`src/rtl/ppm_data_if.sv`:
```
// Payload byte stream between the frame source and the PPM modulator.
interface ppm_data_if;
    logic [7:0] data_in;
    logic       data_valid;
    logic       data_ready;

    modport master (output data_in, output data_valid, input data_ready);
    modport slave  (input data_in, input data_valid, output data_ready);
endinterface

```
`src/rtl/ppm_data_mod.sv`:
```
// PPM payload modulator: buffers one payload byte, then after the SOF stage
// completes emits each byte as MSB-first M-bit pulse-position symbols.
module ppm_data_mod #(
    parameter int unsigned BITS_PER_SYM = 2,
    parameter int unsigned SLOT_CLKS    = 4,
    parameter int unsigned PULSE_CLKS   = 1,
    parameter int unsigned GUARD_SLOTS  = 1,
    parameter int unsigned FRAME_BYTES  = 16
) (
    input  logic       clk,
    input  logic       rst_n,
    input  logic       sof_done,
    ppm_data_if.slave  bus,
    output logic       ppm_out,
    output logic       busy,
    output logic       frame_done,
    output logic       underrun
);
    localparam int unsigned SLOTS         = 1 << BITS_PER_SYM;
    localparam int unsigned SLOT_TOT      = SLOTS + GUARD_SLOTS;
    localparam int unsigned SYMS_PER_BYTE = 8 / BITS_PER_SYM;
    localparam int unsigned CIS_W         = $clog2(SLOT_CLKS);
    localparam int unsigned SLOT_W        = $clog2(SLOT_TOT + 1);
    localparam int unsigned SIDX_W        = $clog2(SYMS_PER_BYTE + 1);
    localparam int unsigned CNT_W         = 8;

    typedef enum logic [1:0] {S_IDLE, S_SYM, S_DONE} state_t;

    state_t                  state, state_nxt;
    logic [7:0]              shreg, shreg_nxt;
    logic [7:0]              buf_data, buf_data_nxt;
    logic                    buf_full, buf_full_nxt;
    logic [CNT_W-1:0]        fetched, fetched_nxt;
    logic [CNT_W-1:0]        byte_cnt, byte_cnt_nxt;
    logic [SIDX_W-1:0]       sym_idx, sym_idx_nxt;
    logic [SLOT_W-1:0]       slot, slot_nxt;
    logic [CIS_W-1:0]        cis, cis_nxt;
    logic                    ppm_nxt, busy_nxt, frame_done_nxt, underrun_nxt;
    logic                    data_ready_q, data_ready_nxt;
    logic                    accept_c;
    logic [BITS_PER_SYM-1:0] sym_c;

    assign accept_c       = bus.data_valid & data_ready_q;
    assign sym_c          = shreg[7 -: BITS_PER_SYM];
    assign bus.data_ready = data_ready_q;

    // State register.
    always_ff @(posedge clk or negedge rst_n) begin
        if (!rst_n) state <= S_IDLE;
        else        state <= state_nxt;
    end

    // Next state, buffer handshake, symbol counters and output next-values.
    always_comb begin
        state_nxt      = state;
        shreg_nxt      = shreg;
        buf_data_nxt   = buf_data;
        buf_full_nxt   = buf_full;
        fetched_nxt    = fetched;
        byte_cnt_nxt   = byte_cnt;
        sym_idx_nxt    = sym_idx;
        slot_nxt       = slot;
        cis_nxt        = cis;
        ppm_nxt        = 1'b0;
        busy_nxt       = busy;
        frame_done_nxt = 1'b0;
        underrun_nxt   = 1'b0;

        if (accept_c) begin
            buf_full_nxt = 1'b1;
            buf_data_nxt = bus.data_in;
            fetched_nxt  = fetched + CNT_W'(1);
        end

        case (state)
            S_IDLE: begin
                if (sof_done) begin
                    if (buf_full) begin
                        shreg_nxt    = buf_data;
                        buf_full_nxt = accept_c;
                        byte_cnt_nxt = CNT_W'(1);
                        sym_idx_nxt  = '0;
                        slot_nxt     = '0;
                        cis_nxt      = '0;
                        busy_nxt     = 1'b1;
                        state_nxt    = S_SYM;
                    end else begin
                        // Starved start: any byte landing on this edge is dropped.
                        underrun_nxt = 1'b1;
                        buf_full_nxt = 1'b0;
                        fetched_nxt  = '0;
                    end
                end
            end
            S_SYM: begin
                ppm_nxt = (slot == SLOT_W'(sym_c)) && (cis < CIS_W'(PULSE_CLKS));
                cis_nxt = cis + CIS_W'(1);
                if (cis == CIS_W'(SLOT_CLKS - 1)) begin
                    cis_nxt  = '0;
                    slot_nxt = slot + SLOT_W'(1);
                    if (slot == SLOT_W'(SLOT_TOT - 1)) begin
                        slot_nxt    = '0;
                        sym_idx_nxt = sym_idx + SIDX_W'(1);
                        shreg_nxt   = 8'(shreg << BITS_PER_SYM);
                        if (sym_idx == SIDX_W'(SYMS_PER_BYTE - 1)) begin
                            sym_idx_nxt = '0;
                            if (byte_cnt == CNT_W'(FRAME_BYTES)) begin
                                state_nxt = S_DONE;
                            end else if (buf_full) begin
                                // Seamless reload: next symbol starts on the next clock.
                                shreg_nxt    = buf_data;
                                buf_full_nxt = accept_c;
                                byte_cnt_nxt = byte_cnt + CNT_W'(1);
                            end else begin
                                underrun_nxt = 1'b1;
                                ppm_nxt      = 1'b0;
                                busy_nxt     = 1'b0;
                                buf_full_nxt = 1'b0;
                                fetched_nxt  = '0;
                                state_nxt    = S_IDLE;
                            end
                        end
                    end
                end
            end
            S_DONE: begin
                frame_done_nxt = 1'b1;
                busy_nxt       = 1'b0;
                fetched_nxt    = '0;
                state_nxt      = S_IDLE;
            end
            default: state_nxt = S_IDLE;
        endcase

        data_ready_nxt = !buf_full_nxt && (fetched_nxt < CNT_W'(FRAME_BYTES));
    end

    // Datapath and registered outputs.
    always_ff @(posedge clk or negedge rst_n) begin
        if (!rst_n) begin
            shreg        <= '0;
            buf_data     <= '0;
            buf_full     <= 1'b0;
            fetched      <= '0;
            byte_cnt     <= '0;
            sym_idx      <= '0;
            slot         <= '0;
            cis          <= '0;
            ppm_out      <= 1'b0;
            busy         <= 1'b0;
            frame_done   <= 1'b0;
            underrun     <= 1'b0;
            data_ready_q <= 1'b0;
        end else begin
            shreg        <= shreg_nxt;
            buf_data     <= buf_data_nxt;
            buf_full     <= buf_full_nxt;
            fetched      <= fetched_nxt;
            byte_cnt     <= byte_cnt_nxt;
            sym_idx      <= sym_idx_nxt;
            slot         <= slot_nxt;
            cis          <= cis_nxt;
            ppm_out      <= ppm_nxt;
            busy         <= busy_nxt;
            frame_done   <= frame_done_nxt;
            underrun     <= underrun_nxt;
            data_ready_q <= data_ready_nxt;
        end
    end
endmodule

```
`src/flat_wrapper.sv`:
```
// flat-port wrapper written by rule: the top's interface ports become plain ports
module ppm_data_mod_flat 
#(
    parameter int unsigned BITS_PER_SYM = 2,
    parameter int unsigned SLOT_CLKS    = 4,
    parameter int unsigned PULSE_CLKS   = 1,
    parameter int unsigned GUARD_SLOTS  = 1,
    parameter int unsigned FRAME_BYTES  = 16
)
  (clk, rst_n, sof_done, ppm_out, busy, frame_done, underrun, bus_data_in, bus_data_valid, bus_data_ready);
  ppm_data_if bus_i ();
  input  logic clk;
  input  logic rst_n;
  input  logic sof_done;
  output logic ppm_out;
  output logic busy;
  output logic frame_done;
  output logic underrun;
  input wire logic [$bits(bus_i.data_in)-1:0] bus_data_in;
  input wire logic [$bits(bus_i.data_valid)-1:0] bus_data_valid;
  output wire logic [$bits(bus_i.data_ready)-1:0] bus_data_ready;
  assign bus_i.data_in = bus_data_in;
  assign bus_i.data_valid = bus_data_valid;
  assign bus_data_ready = bus_i.data_ready;
  ppm_data_mod #(.BITS_PER_SYM(BITS_PER_SYM), .SLOT_CLKS(SLOT_CLKS), .PULSE_CLKS(PULSE_CLKS), .GUARD_SLOTS(GUARD_SLOTS), .FRAME_BYTES(FRAME_BYTES)) u_core (.clk(clk), .rst_n(rst_n), .sof_done(sof_done), .bus(bus_i), .ppm_out(ppm_out), .busy(busy), .frame_done(frame_done), .underrun(underrun));
endmodule
```
`config.mk`:
```
export PLATFORM = sky130hd
export DESIGN_NAME = ppm_data_mod_flat
export DESIGN_NICKNAME = d
export VERILOG_FILES = /design/src/rtl/ppm_data_if.sv /design/src/rtl/ppm_data_mod.sv /design/src/flat_wrapper.sv
export SDC_FILE = /design/constraint.sdc
export NUM_CORES = 1
export LEC_CHECK = 0
export BUFFER_PORTS_ARGS = -buffer_cell sky130_fd_sc_hd__buf_2
export CORE_MARGIN = 3
export CORE_UTILIZATION = 60
export DETAILED_ROUTE_END_ITERATION = 10
export GPL_ROUTABILITY_DRIVEN = 0
export GPL_TIMING_DRIVEN = 0
export PLACE_DENSITY = 0.79
export RECOVER_POWER = 25
export SLEW_MARGIN = 40
export SYNTH_ARGS = -nofsm -noshare
export SYNTH_HDL_FRONTEND = slang
export SYNTH_SLANG_ARGS = --single-unit
```
`constraint.sdc`:
```
create_clock -name clk -period 2.8 [get_ports clk]
set_clock_uncertainty 0.15 [all_clocks]
set_input_delay 0.84 -clock clk [delete_from_list [all_inputs] [get_ports clk]]
set_output_delay 0.84 -clock clk [all_outputs]
set_load 0.005 [all_outputs]
```
==> results.json <==
{
  "ios": 17,
  "worstPathMaxFanout": 10,
  "hp-class": "register to register",
  "avgSynthCellArea_um2": 10.3,
  "grt_overflow": 0,
  "dp_hpwl_um": 3230,
  "yosys-top-cells-area": "dfrtp_1 48%, ha_1 6.0%, mux2_2 4.5%, nor2_1 3.6%, mux2i_1 2.8%",
  "ys_warn_count": 0,
  "setup_violations": 0,
  "fp.dieH_um": 70.5,
  "die_width_um": 70.5,
  "critPathLaunchType": "register",
  "synth_commonest_cells": "48 x dfrtp_1, 24 x nor2_1, 16 x nand2_1",
  "grt_max_degree": 49,
  "finalHoldViolCount": 0,
  "synth_nets": 266,
  "dp_cells": 306,
  "crit_path_end_kind": "register",
  "slew_viol_final": 0,
  "outcome": "finished, final reports clean",
  "grt_pass1_wl_um": 7910,
  "crit_arrival_ns": 2.52,
  "ys_seq_area_share_pct": 48.2,
  "period_needed_ns": 2.48,
  "synth_flop_cell": "dfrtp_1",
  "place_area_mm2": 0.00264,
  "slew_headroom_pct": 23.6,
  "syn_inst": 242,
  "synth_enable_flop_cells": 0,
  "wire_per_inst_um": 14.3,
  "grt_use_total_pct": 19.7,
  "power_density_mw_per_mm2": 897,
  "critical_path_required_ns": 2.84,
  "clkTransAtPathRegs_ns": 0.08,
  "synthDistinctLibCells": 46,
  "cts_tree": "yes",
  "cts.repair.resized": 0,
  "irDropWorstVdd_v": 0.000611,
  "layout.cells.non_filler": 314,
  "start_util_pct": 65.2,
  "async_flop_share_pct": 100,
  "fin_crit_sh_pct": 88.7,
  "cts_sinks": 48,
  "clockRootBuffer": "clkbuf_8",
  "ys_ff_latch": 48,
  "cts_buffer_depth": 2,
  "syn-cell-area_mm2": 0.00249,
  "yosys.area.top_type_share_pct": 48.2,
  "ant_nets": 0,
  "path_class": "register to register",
  "clk-insertion-delay-late_ns": 0.30,
  "io_buffers": 16,
  "drtPass1Iterations": 4,
  "layout-drive-gt1-share_pct": 16.2,
  "netlist.top_cell.by_area": "dfrtp_1",
  "grt_pass1_vias": 1749,
  "drc_errors": 0,
  "diodes": 0,
  "fmax_ghz": 0.402,
  "rows": 22,
  "avgViaCountPerCell": 5.82,
  "wl_um": 4480,
  "syn_to_final_growth_pct": 9.43,
  "numCtsBuffers": 5,
  "drt_iter0_markers": 107,
  "fin_area_mm2": 0.00273,
  "coreArea_mm2": 0.00383,
  "tns_ns": 0,
  "cellLeakagePower_nw": 1.22,
  "fp.dieArea_mm2": 0.00497,
  "antenna_found_initial": 0,
  "fin_nets": 289,
  "cts_htree_levels": 2,
  "max_slew.worst_pin.slew_ns": 1.15,
  "cts_hold_buf": 0,
  "vias": 1826,
  "final.fill_count": 301,
  "post-cts-setup-buffer-count": 0,
  "cap_violations": 0,
  "synth.most_common_cell": "dfrtp_1",
  "rsz0062_at_grt": "no"
}
-- logic make-up after synthesis --
kind of cell / after synthesis / share of synthesized area (%)
flops: 48 / 48.2
buf+inv: 23 / 3.81
xor+xnor: 15 / 5.27
compound gates: 47 / 13.1
simple gates: 79 / 15.9
mux: 18 / 7.78
fa+ha+maj: 12 / 6.02
-- stage by stage --
stage / utilization (%) / hold WS, ns / power (W) / worst slack (ns)
after global placement: 68.8 / 0.337 / 0.00199 / 0.229
after detailed placement: 68.9 / 0.343 / 0.00204 / 0.205
final: 71.3 / 0.363 / 0.00245 / 0.315
after CTS: 71.3 / 0.367 / 0.00246 / 0.300
after floorplan: - / 0.315 / 0.00178 / 0.603
after global routing: 71.3 / 0.394 / 0.00266 / 0.157
-- final timing paths --
check	depth (start not counted)	from	slack, ns	to
max	7	u_core.state[1]$_DFFE_PN0P_	0.32	u_core.sym_idx[0]$_DFFE_PN0P_
min	2	u_core.buf_data[1]$_DFFE_PN0N_	0.36	u_core.shreg[1]$_DFFE_PN0P_
max reg2reg	7	u_core.state[1]$_DFFE_PN0P_	0.32	u_core.sym_idx[0]$_DFFE_PN0P_
min reg2reg	2	u_core.buf_data[1]$_DFFE_PN0N_	0.36	u_core.shreg[1]$_DFFE_PN0P_
max in group asynchronous	1	rst_n	1.19	u_core.buf_data[4]$_DFFE_PN0N_
min in group asynchronous	1	rst_n	0.59	u_core.byte_cnt[4]$_DFFE_PN0P_
-- final cells by class --
type / count / area, um^2 / share of cell area [%]
inverters: 13 / 48.8 / 1.79
well taps: 48 / 60.1 / 2.20
repair buffers: 16 / 80.1 / 2.93
flip-flops and latches: 48 / 1200 / 44.0
plain buffers: 10 / 46.3 / 1.70
clock buffers: 8 / 90.1 / 3.30
multi-input cells: 171 / 1200 / 44.1
-- worst max-delay path: stages, from the launching register on --
cell	delay, ns
dfrtp_1	0.44
inv_1	0.09
ha_1	0.24
a21bo_2	0.27
nand2_1	0.20
a21oi_1	0.22
clkbuf_1	0.38
mux2_2	0.38
-- sequential cells by signal (all words and copies together), names as in the netlist --
| name | count |
|---|---|
| u_core.underrun | 1 |
| u_core.cis | 2 |
| u_core.frame_done | 1 |
| u_core.bus.data_ready | 1 |
| u_core.busy | 1 |
| u_core.fetched | 8 |
| u_core.buf_full | 1 |
| u_core.state | 2 |
| u_core.slot | 3 |
| u_core.ppm_out | 1 |
| u_core.buf_data | 8 |
| u_core.byte_cnt | 8 |
| u_core.shreg | 8 |
| u_core.sym_idx | 3 |
-- cells in the final DEF, fill, tap and decap left out, drive strengths merged, types with 7 or more instances in the layout --
master  synthesis  final
dfrtp          48     48
nor2           24     24
buf             3     18
nand2          16     16
clkbuf          7     16
inv            13     13
a21oi          13     13
o21ai          13     13
ha             12     12
nand3          11     11
mux2           11     11
xnor2           8      8
xor2            7      7
mux2i           7      7
-- per-layer routing --
| layer | global-route usage (%) | wire (um) | vias up |
|---|---|---|---|
| met1 | 26.4 | 2030 | 902 |
| met4 | 4.47 | 54 | 0 |
| met2 | 32.8 | 2230 | 29 |
| met3 | 4.03 | 159 | 7 |
| met5 | 0 | 0 | - |
| li1 | - | - | 888 |
-- power breakdown --
| group | internal [W] | leakage [nW] | total [W] | switching, W |
|---|---|---|---|---|
| sequential | 0.000908 | 0.611 | 0.00105 | 0.000147 |
| combinational | 0.000402 | 0.567 | 0.000973 | 0.000571 |
| clock | 0.000202 | 0.0455 | 0.000421 | 0.000219 |
| total | 0.00151 | 1.22 | 0.00245 | 0.000937 |
Power figures use the tool's default switching activity.
